**src/rtl/input_word_packer.sv**
```systemverilog
// Packs a byte-counted narrow input stream into OUT_BYTES-wide words, flags the
// final word of each block with out_delim and tags every word with a head address.
module input_word_packer #(
  parameter int IN_BYTES   = 8,
  parameter int OUT_BYTES  = 16,
  parameter int ADDR_WIDTH = 32
) (
  input  logic                         clk,
  input  logic                         rst,
  input  logic                         in_valid,
  output logic                         in_ready,
  input  logic [IN_BYTES*8-1:0]        in_data,
  input  logic [$clog2(IN_BYTES):0]    in_nbytes,
  input  logic                         in_last,
  output logic                         out_valid,
  input  logic                         out_ready,
  output logic [OUT_BYTES*8-1:0]       out_data,
  output logic [$clog2(OUT_BYTES):0]   out_nbytes,
  output logic                         out_delim,
  output logic [ADDR_WIDTH-1:0]        out_head_addr
);

  localparam int TOT_BYTES = OUT_BYTES + IN_BYTES;
  localparam int FW        = $clog2(TOT_BYTES + 1);
  localparam int INW       = $clog2(IN_BYTES) + 1;
  localparam int ONW       = $clog2(OUT_BYTES) + 1;

  typedef enum logic {
    ST_ACCUM,
    ST_FLUSH
  } state_e;

  state_e                  state_q, state_d;
  logic [TOT_BYTES*8-1:0]  acc_q, acc_d;
  logic [FW-1:0]           fill_q, fill_d;
  logic [ADDR_WIDTH-1:0]   head_q, head_d;

  logic                    fill_le_out;
  logic                    fill_ge_out;
  logic                    in_hs;
  logic                    out_hs;
  logic [FW-1:0]           nb;
  logic [IN_BYTES*8-1:0]   masked;
  logic [TOT_BYTES*8-1:0]  ext;

  // Outputs decode only registered state; out_ready never reaches in_ready.
  always_comb begin
    fill_le_out   = (fill_q <= FW'(OUT_BYTES));
    fill_ge_out   = (fill_q >= FW'(OUT_BYTES));
    in_ready      = 1'b0;
    out_valid     = 1'b0;
    out_delim     = 1'b0;
    case (state_q)
      ST_ACCUM: begin
        in_ready  = !rst && fill_le_out;
        out_valid = fill_ge_out;
      end
      ST_FLUSH: begin
        out_valid = 1'b1;
        out_delim = fill_le_out;
      end
      default: ;
    endcase
    out_data      = acc_q[OUT_BYTES*8-1:0];
    out_nbytes    = fill_le_out ? ONW'(fill_q) : ONW'(OUT_BYTES);
    out_head_addr = head_q;
  end

  always_comb begin
    in_hs   = in_valid && in_ready;
    out_hs  = out_valid && out_ready;
    nb      = (in_nbytes > INW'(IN_BYTES)) ? FW'(IN_BYTES) : FW'(in_nbytes);
    masked  = '0;
    for (int unsigned i = 0; i < IN_BYTES; i++) begin
      if (FW'(i) < nb) masked[i*8 +: 8] = in_data[i*8 +: 8];
    end

    acc_d   = acc_q;
    fill_d  = fill_q;
    head_d  = head_q;
    state_d = state_q;

    if (out_hs) begin
      acc_d  = acc_q >> (OUT_BYTES*8);
      fill_d = fill_le_out ? '0 : fill_q - FW'(OUT_BYTES);
      head_d = head_q + ADDR_WIDTH'(OUT_BYTES);
    end

    // Bytes at and above fill are always zero, so OR-ing the shifted beat in
    // at the post-shift fill is an append that leaves the held word intact.
    ext = {{(OUT_BYTES*8){1'b0}}, masked} << {fill_d, 3'b000};

    if (in_hs) begin
      acc_d  = acc_d | ext;
      fill_d = fill_d + nb;
      if (in_last) state_d = ST_FLUSH;
    end

    if ((state_q == ST_FLUSH) && out_hs && fill_le_out) state_d = ST_ACCUM;
  end

  always_ff @(posedge clk or posedge rst) begin
    if (rst) begin
      state_q <= ST_ACCUM;
      acc_q   <= '0;
      fill_q  <= '0;
      head_q  <= '0;
    end else begin
      state_q <= state_d;
      acc_q   <= acc_d;
      fill_q  <= fill_d;
      head_q  <= head_d;
    end
  end

endmodule

```
**config.mk**
```make
export PLATFORM = sky130hd
export DESIGN_NAME = input_word_packer
export DESIGN_NICKNAME = d
export VERILOG_FILES = /design/src/rtl/input_word_packer.sv
export SDC_FILE = /design/constraint.sdc
export NUM_CORES = 1
export LEC_CHECK = 0
export ABC_AREA = 0
export CAP_MARGIN = 10
export CORE_UTILIZATION = 58
export CTS_CLUSTER_DIAMETER = 80
export CTS_CLUSTER_SIZE = 14
export DETAILED_ROUTE_END_ITERATION = 6
export PLACE_DENSITY = 0.83
export SETUP_SLACK_MARGIN = 0.5
export SLEW_MARGIN = 20
export SYNTH_ARGS = -nofsm -noshare
export SYNTH_HDL_FRONTEND = slang
export SYNTH_SLANG_ARGS = --single-unit
```
**constraint.sdc**
```tcl
create_clock -name clk -period 27 [get_ports clk]
set_input_delay 8.1 -clock clk [delete_from_list [all_inputs] [get_ports clk]]
set_output_delay 8.1 -clock clk [all_outputs]
set_load 0.005 [all_outputs]
```
==> results of run 1 <==
==> kinds of logic (layout without fill, tap and decap cells) <==
logic type	Yosys count	count (layout)	share of synthesized area [%]
AO/OA/AOI/OAI	435	435	24.3
XOR/XNOR	30	30	1.95
adder cells (fa/ha/maj)	6	6	0.614
buffers and inverters	255	290	11.6
flip-flops	226	226	42.1
multiplexers	60	60	4.65
other	1	4	0.0279
AND/OR/NAND/NOR	456	456	14.8
==> power by group <==
| group | switching (uW) | internal [uW] |
|---|---|---|
| Clock | 126 | 141 |
| Combinational | 483 | 373 |
| Sequential | 82.4 | 452 |
| Total | 691 | 966 |
==> metal layers <==
layer	routed length [um]	up-vias	track usage, %	part of all wire [%]
met2	20700	894	60.0	44
met5	0	-	0	0
met1	17900	6014	53.5	38
met3	5160	175	6.42	11
met4	2820	0	22.3	6.1
li1	-	5335	-	-
==> metrics by stage <==
stage	util (%)	hold WS (ps)
global placement	65.2	460
finish	67.8	479
floorplan	-	450
global route	67.8	498
detailed placement	65.2	470
CTS	67.6	483
==> placed cells by master, fill, tap and decap left out, drive strengths merged, types with 20 or more instances in the layout <==
cell | Yosys | layout
nor2 | 168 | 168
clkdlybuf4s50 | 0 | 236
mux2i | 43 | 43
nand3 | 37 | 37
nand4 | 20 | 20
xnor2 | 26 | 26
o22ai | 79 | 79
dfrtp | 226 | 226
o21ai | 98 | 98
clkbuf | 54 | 23
nand2 | 192 | 192
o221ai | 58 | 58
a221oi | 21 | 21
==> state kept, by name, summed over array words and instances, names as in the netlist <==
register,cells
out_head_addr,28
acc_q,192
state_q,1
fill_q,5
==> worst max-delay path: stages <==
cell             delay, ps
clkdlybuf4s50_1        530
nor3b_1                230
clkdlybuf4s50_1        540
==> Yosys cell counts, drive strengths merged, types with 7 or more instances <==
master	n	area [sq um]
o2111ai	7	61.3
a221o	12	120
clkbuf	54	203
buf	186	1300
mux2i	43	430
inv	15	56.3
a311oi	7	61.3
o221ai	58	521
o22ai	79	519
a222oi	17	170
nand4	20	125
o21ai	98	505
a2bb2oi	16	164
o211ai	19	143
and3	8	50.1
a21oi	19	95.1
xnor2	26	228
a31oi	17	106
nand3	37	200
dfrtp	226	5660
and2	7	43.8
a22oi	18	135
a221oi	21	221
o22a	7	61.3
o21a	8	60.1
a2bb2o	7	70.1
a22o	7	61.3
nand2	192	728
nor2	168	658
mux2	17	195
==> worst max path at each step <==
stage               slack (ps)       end  from
floorplan                10590  in_ready   rst
global placement          9510  in_ready   rst
detailed placement        9510  in_ready   rst
CTS                       9500  in_ready   rst
global route              9420  in_ready   rst
finish                    9510  in_ready   rst
==> final cells by class <==
type | instances | area (sq um) | area share [%]
Multi-Input combinational cell | 991 | 6270 | 40.7
Sequential cell | 226 | 5660 | 36.7
Timing Repair Buffer | 252 | 2510 | 16.3
Clock buffer | 22 | 539 | 3.50
Tap cell | 285 | 357 | 2.32
Inverter | 15 | 63.8 | 0.414
Clock inverter | 1 | 11.3 | 0.0731
==> impl_metrics.json, run 1 <==
{
  "p_total_uw": 1660,
  "critPathArrivalTime_ps": 9390,
  "wirelength_mm": 46.6,
  "min_to": "acc_q[127]",
  "antenna_found_initial": 0,
  "r2r-end": "acc_q[152]",
  "initial_core_util_pct": 59.2,
  "syn_area_sq_um": 13400,
  "cts_tree": "built",
  "route.detailed.drc": 0,
  "finClkSkew_ps": 16.0,
  "cts_max_level": 1,
  "cts_sinks": 226,
  "setup_viol": 0,
  "cp-start-kind": "input port",
  "cts_buffers": 20,
  "clock_latency_ps": 510,
  "clk_pin_slew_ps": 60,
  "vias_per_cell": 6.93,
  "antennaDiodeCount": 0,
  "ant_nets": 0,
  "yosysSeqAreaShare_pct": 42.1,
  "timing.slew.headroom_pct": 23.3,
  "rrSetupSlack_ps": 22130,
  "cap_violations": 0,
  "dp_hpwl_mm": 31.9,
  "synth-edff-count": 0,
  "critPathMaxFanout": 3,
  "rr_worst_depth": 6,
  "rr_startpoint": "fill_q[4]",
  "hold_depth": 2,
  "worst_pin_slew_ps": 1150,
  "die_area_sq_um": 23800,
  "fin_crit_sh_pct": 64.8,
  "period_needed_ps": 17490,
  "cts_setup_buffers": 0,
  "critPathKind": "in -> out",
  "dpl_cell_area_sq_um": 14800,
  "place_congestion": 0.987,
  "cts.hold.buffers_added": 0,
  "setup_ws_ps": 9510,
  "core-area_sq_um": 22700,
  "post-place-ws_ps": 9510,
  "io_pins": 241,
  "cts_root_buffer": "clkbuf_16",
  "dr.pass1.iters": 7,
  "gr-total-overflow": 0,
  "peakVddDrop_mv": 0.0781,
  "grtUsageTotal_pct": 39.3,
  "synthCells": 1469,
  "drtIter0Drc": 1355,
  "rsz0062_at_grt": "no",
  "status": "completed",
  "grt_pass1_vias": 12000,
  "grt_pass1_wl_mm": 71.3,
  "layoutNonFillerInstCount": 1792,
  "synth_ff_type": "dfrtp_1",
  "grt_start_max_net_pins": 147,
  "fillers": 1827,
  "io_buffers": 236,
  "clock_path_buffers": 3,
  "cts_resized": 0,
  "critical_path_required_ps": 18900,
  "synth_warnings": 0,
  "die-width_um": 154,
  "dr_total_vias": 12400,
  "numPlacedInstances": 1767,
  "rows": 55,
  "end_kind": "primary output",
  "syn_to_final_growth_pct": 14.5,
  "die_h_um": 154,
  "power_density_nw_per_um2": 108,
  "hold_path.class": "reg -> reg",
  "hold_viol_final": 0,
  "wl_per_cell_um": 26.0,
  "ys_ff_latch": 226,
  "p_leak_uw": 0.00648,
  "min_from": "acc_q[127]",
  "async_flop_share_pct": 100,
  "setup_tns_ps": 0,
  "drive_above_1_share_pct": 7.23,
  "max_freq_mhz": 57.2,
  "synth_cell_types": 71,
  "syn_avg_cell_area_sq_um": 9.15,
  "drv_slew": 0,
  "nets": 1585,
  "fin_area_sq_um": 15400
}
Power figures use the tool's default switching activity.
==> inputs of run 2 (changes only) <==
--- a/config.mk
+++ b/config.mk
@@ -7,11 +7,11 @@
 export LEC_CHECK = 0
 export ABC_AREA = 0
 export CAP_MARGIN = 10
-export CORE_UTILIZATION = 58
+export CORE_UTILIZATION = 54
 export CTS_CLUSTER_DIAMETER = 80
 export CTS_CLUSTER_SIZE = 14
 export DETAILED_ROUTE_END_ITERATION = 6
-export PLACE_DENSITY = 0.83
+export PLACE_DENSITY = 0.78
 export SETUP_SLACK_MARGIN = 0.5
 export SLEW_MARGIN = 20
 export SYNTH_ARGS = -nofsm -noshare
==> constraint.sdc (replaced) <==
create_clock -name clk -period 17 [get_ports clk]
set_input_delay 5.1 -clock clk [delete_from_list [all_inputs] [get_ports clk]]
set_output_delay 5.1 -clock clk [all_outputs]
set_load 0.005 [all_outputs]
==> run 2 against run 1 <==
Against the previous run: sequential power rose by 60%; clock power increased by 57%; clock-buffer cell count unchanged; hold slack gained 4.5 ps; register-to-register slack worse by 9800 ps; die area rose by 7.3%; via count hardly changed; first-iteration DRC count is 37% higher; clock skew shrank 6.3 ps; critical path type unchanged.
==> impl_metrics.json, run 2 (same netlist as run 1, synthesis figures left out) <==
{
  "status": "completed",
  "layout_common_cells": "236 x clkdlybuf4s50_1, 226 x dfrtp_1, 185 x nand2_1",
  "die_h_um": 160,
  "rr_worst_depth": 7,
  "setup_viol": 0,
  "cp-start-kind": "input port",
  "rsz0062_at_grt": "no",
  "hold_depth": 1,
  "dr_total_vias": 12400,
  "p_total_uw": 2630,
  "initial_core_util_pct": 55.1,
  "path_cells": "clkdlybuf4s50_1 > nor3b_1 > clkdlybuf4s50_1",
  "dr.pass1.iters": 6,
  "grt_pass1_wl_mm": 71.5,
  "rows": 57,
  "place_congestion": 1.04,
  "clock_latency_ps": 510,
  "grtUsageTotal_pct": 36.3,
  "wl_per_cell_um": 25.4,
  "critical_path_required_ps": 11900,
  "drtIter0Drc": 1852,
  "io_buffers": 236,
  "finClkSkew_ps": 9.64,
  "hold_path.class": "reg -> reg",
  "largest_reg_flops": 192,
  "cts_root_buffer": "clkbuf_16",
  "cts_sinks": 226,
  "clk_pin_slew_ps": 60,
  "dp_hpwl_mm": 32.0,
  "slowest_delay_ps": 530,
  "cts.hold.buffers_added": 0,
  "nets": 1587,
  "fin_crit_sh_pct": 67.6,
  "route.detailed.drc": 0,
  "gr-total-overflow": 0,
  "cpLargestDelayFamily": "buffers and inverters",
  "fin_util_pct": 63.3,
  "layout_commonest_cell": "clkdlybuf4s50_1",
  "critPathArrivalTime_ps": 6390,
  "critPathKind": "in -> out",
  "cap_violations": 0,
  "power_density_nw_per_um2": 171,
  "core-area_sq_um": 24400,
  "setup_tns_ps": 0,
  "cts_buffers": 20,
  "grt_pass1_vias": 12000,
  "crit_cells": 3,
  "clock_path_buffers": 3,
  "cts_tree": "built",
  "die_area_sq_um": 25500,
  "end_kind": "primary output",
  "drive_above_1_share_pct": 7.28,
  "grt_start_max_net_pins": 101,
  "timing.slew.headroom_pct": 18.1,
  "layoutNonFillerInstCount": 1835,
  "vias_per_cell": 6.77,
  "critPathBufInv": 2,
  "max_freq_mhz": 87.1,
  "cts_max_level": 1,
  "p_leak_uw": 0.00647,
  "ant_nets": 0,
  "top_register": "acc_q",
  "peakVddDrop_mv": 0.0860,
  "antenna_found_initial": 0,
  "critPathSlowestCell": "clkdlybuf4s50_1",
  "wirelength_mm": 46.5,
  "syn_to_final_growth_pct": 14.8,
  "numPlacedInstances": 1810,
  "die-width_um": 160,
  "period_needed_ps": 11490,
  "critPathMaxFanout": 3,
  "io_pins": 241,
  "cts_setup_buffers": 0,
  "cts_resized": 0,
  "drv_slew": 0,
  "worst_pin_slew_ps": 1220,
  "cp_common_cell": "clkdlybuf4s50_1",
  "hold_viol_final": 0
}
-- run 2: path summary, 6_finish.rpt --
check	startpoint	end	slack, ps
min in group asynchronous	rst	out_head_addr[10]	5150
worst max register to register	fill_q[4]	acc_q[57]	12350
max in group asynchronous	rst	acc_q[31]	9700
worst min register to register	out_head_addr[31]	out_head_addr[31]	480
worst max-delay path	rst	in_ready	5510
worst min-delay path	out_head_addr[31]	out_head_addr[31]	480
-- run 2: per-stage QoR --
stage	hold slack (ps)	worst slack [ps]	area (sq um)
6_report	483	5510	15400
2_1_floorplan	450	5710	13500
4_1_cts	484	5500	15400
5_1_grt	508	5450	15400
3_5_place_dp	472	5500	14900
3_3_place_gp	462	5520	14900
-- run 2: layer usage --
layer | part of all wire, % | global-route usage, % | up-vias
li1 | - | - | 5354
met1 | 38 | 48.5 | 6008
met2 | 44 | 55.6 | 879
met3 | 12 | 7.38 | 175
met4 | 5.8 | 19.9 | 0
met5 | 0 | 0 | -
-- run 2: area by class of cell --
class,count,area [sq um]
Fill cell,2056,8960
Multi-Input combinational cell,991,6260
Sequential cell,226,5660
Timing Repair Buffer,254,2500
Clock buffer,22,529
Tap cell,324,405
Inverter,15,63.8
Clock inverter,2,16.3
Antenna cell,1,2.50
-- run 2: worst reg2reg max path, delay by kind of cell, from the launching register on --
kind | cells | cell delay, ps
multiplexers | 1 | 360
AND/OR/NAND/NOR | 2 | 1960
buffers and inverters | 1 | 560
flip-flops | 1 | 530
AO/OA/AOI/OAI | 3 | 1170
-- run 2: where the power goes --
part | internal, uW | switching, uW
clock | 220 | 200
sequential | 719 | 139
combinational | 595 | 760
==> inputs of run 3 (changes only) <==
--- a/config.mk
+++ b/config.mk
@@ -7,11 +7,11 @@
 export LEC_CHECK = 0
 export ABC_AREA = 0
 export CAP_MARGIN = 10
-export CORE_UTILIZATION = 54
+export CORE_UTILIZATION = 49
 export CTS_CLUSTER_DIAMETER = 80
 export CTS_CLUSTER_SIZE = 14
 export DETAILED_ROUTE_END_ITERATION = 6
-export PLACE_DENSITY = 0.78
+export PLACE_DENSITY = 0.74
 export SETUP_SLACK_MARGIN = 0.5
 export SLEW_MARGIN = 20
 export SYNTH_ARGS = -nofsm -noshare
==> constraint.sdc (replaced) <==
create_clock -name clk -period 9.6 [get_ports clk]
set_input_delay 2.88 -clock clk [delete_from_list [all_inputs] [get_ports clk]]
set_output_delay 2.88 -clock clk [all_outputs]
set_load 0.005 [all_outputs]
==> run 3 against run 2 <==
Against the previous run: sequential cell count is the same; sequential share of layout area shrank 0.065 points; combinational power is 77% higher; clock power grew 76%; global-route usage is 2.0 points lower; clock-buffer cell count shrank 1; register-to-register slack got worse by 6800 ps; non-clock buffer count is 2 higher; via count shrank 1.1%; utilization shrank 5.9 points; highest routed layer unchanged.
==> impl_metrics.json, run 3 (same netlist as run 1, synthesis figures left out) <==
{
  "status": "completed",
  "layoutNonFillerInstCount": 1853,
  "wl_per_cell_um": 26.4,
  "cts.hold.buffers_added": 0,
  "cp-start-kind": "input port",
  "dr.pass1.iters": 6,
  "drtIter0Drc": 1530,
  "io_pins": 241,
  "rsz0062_at_grt": "no",
  "critPathMaxFanout": 3,
  "slowest_delay_ps": 530,
  "numPlacedInstances": 1828,
  "hold_depth": 1,
  "cts_root_buffer": "clkbuf_16",
  "rows": 60,
  "layout_commonest_cell": "clkdlybuf4s50_1",
  "clk_pin_slew_ps": 70,
  "period_needed_ps": 7040,
  "grt_start_max_net_pins": 105,
  "grt_pass1_vias": 12000,
  "clock_latency_ps": 520,
  "cts_resized": 0,
  "rrSetupSlack_ps": 5600,
  "fin_crit_sh_pct": 73.3,
  "hold_path.class": "reg -> reg",
  "wirelength_mm": 48.8,
  "path_cells": "clkdlybuf4s50_1 > nor3b_1 > clkdlybuf4s50_1",
  "min_to": "out_head_addr[31]",
  "cp_common_cell": "clkdlybuf4s50_1",
  "ant_nets": 0,
  "place_congestion": 1.01,
  "grtUsageTotal_pct": 34.4,
  "die_area_sq_um": 28100,
  "finClkSkew_ps": 11.4,
  "io_buffers": 236,
  "clock_path_buffers": 3,
  "route.detailed.drc": 0,
  "antenna_found_initial": 0,
  "fin_util_pct": 57.4,
  "core-area_sq_um": 27000,
  "hold_viol_final": 0,
  "dp_hpwl_mm": 33.7,
  "gr-total-overflow": 0,
  "largest_reg_flops": 192,
  "die_h_um": 168,
  "critPathKind": "in -> out",
  "setup_tns_ps": 0,
  "rr_worst_depth": 11,
  "drive_above_1_share_pct": 7.47,
  "power_density_nw_per_um2": 302,
  "min_from": "out_head_addr[31]",
  "top_register": "acc_q",
  "cts_tree": "built",
  "critPathArrivalTime_ps": 4160,
  "p_leak_uw": 0.00647,
  "antennaDiodeCount": 0,
  "nets": 1589,
  "critPathSlowestCell": "clkdlybuf4s50_1",
  "drv_slew": 0,
  "dr_total_vias": 12300,
  "max_freq_mhz": 142,
  "peakVddDrop_mv": 0.195,
  "layout_common_cells": "236 x clkdlybuf4s50_1, 226 x dfrtp_1, 185 x nand2_1",
  "rr_startpoint": "fill_q[4]",
  "hold_ws_ps": 477,
  "grt_pass1_wl_mm": 73.5,
  "vias_per_cell": 6.63,
  "end_kind": "primary output",
  "initial_core_util_pct": 49.9,
  "cts_sinks": 226,
  "cts_max_level": 1,
  "worst_pin_slew_ps": 1230,
  "setup_viol": 0,
  "cts_buffers": 20,
  "worstSetupStartpoint": "rst",
  "timing.slew.headroom_pct": 17.5,
  "critical_path_required_ps": 6720,
  "cts_setup_buffers": 0,
  "die-width_um": 168,
  "syn_to_final_growth_pct": 15.0,
  "cap_violations": 0,
  "r2r-end": "fill_q[4]"
}
-- run 3: cell types whose count changed in the layout (fill, tap and decap cells not counted), sizes merged --
| cell | delta |
|---|---|
| diode | -1 |
| buf | +1 |
| clkinv | +1 |
-- run 3: layout make-up --
type	count	area [sq um]
Inverter	15	63.8
Fill cell	2384	11500
Multi-Input combinational cell	991	6260
Clock inverter	3	32.5
Timing Repair Buffer	256	2510
Sequential cell	226	5660
Clock buffer	21	504
Tap cell	341	427
-- run 3: power by group --
part	leakage [uW]	switching (uW)	total, uW	internal (uW)
sequential	0.00297	243	1520	1270
clock	0.000259	363	739	376
combinational	0.00325	1360	2410	1050
total	0.00647	1960	4670	2700
-- run 3: how the worst max path moves through the flow --
stage               cells after the start  endpoint
CTS                                     3  in_ready
finish                                  3  in_ready
global placement                        3  in_ready
floorplan                               1  acc_q[0]
global route                            3  in_ready
detailed placement                      3  in_ready
-- run 3: metal layers --
metal,GRT usage (%),share of wire [%]
met1,46.8,41
met3,6.50,9.6
met2,52.2,44
met5,0,0
met4,17.8,5.5
-- run 3: per-stage QoR --
stage          cell area [sq um]  power (uW)  worst slack (ps)
5_1_grt                    15500        4900              2500
4_1_cts                    15500        4620              2560
6_report                   15500        4670              2560
3_3_place_gp               14900        3850              2560
2_1_floorplan              13500        3110               529
3_5_place_dp               14900        3880              2560
-- run 3: critical path, delay by kind of cell --
kind | cells | cell delay, ps
buf+inv | 2 | 1060
simple gates | 1 | 220
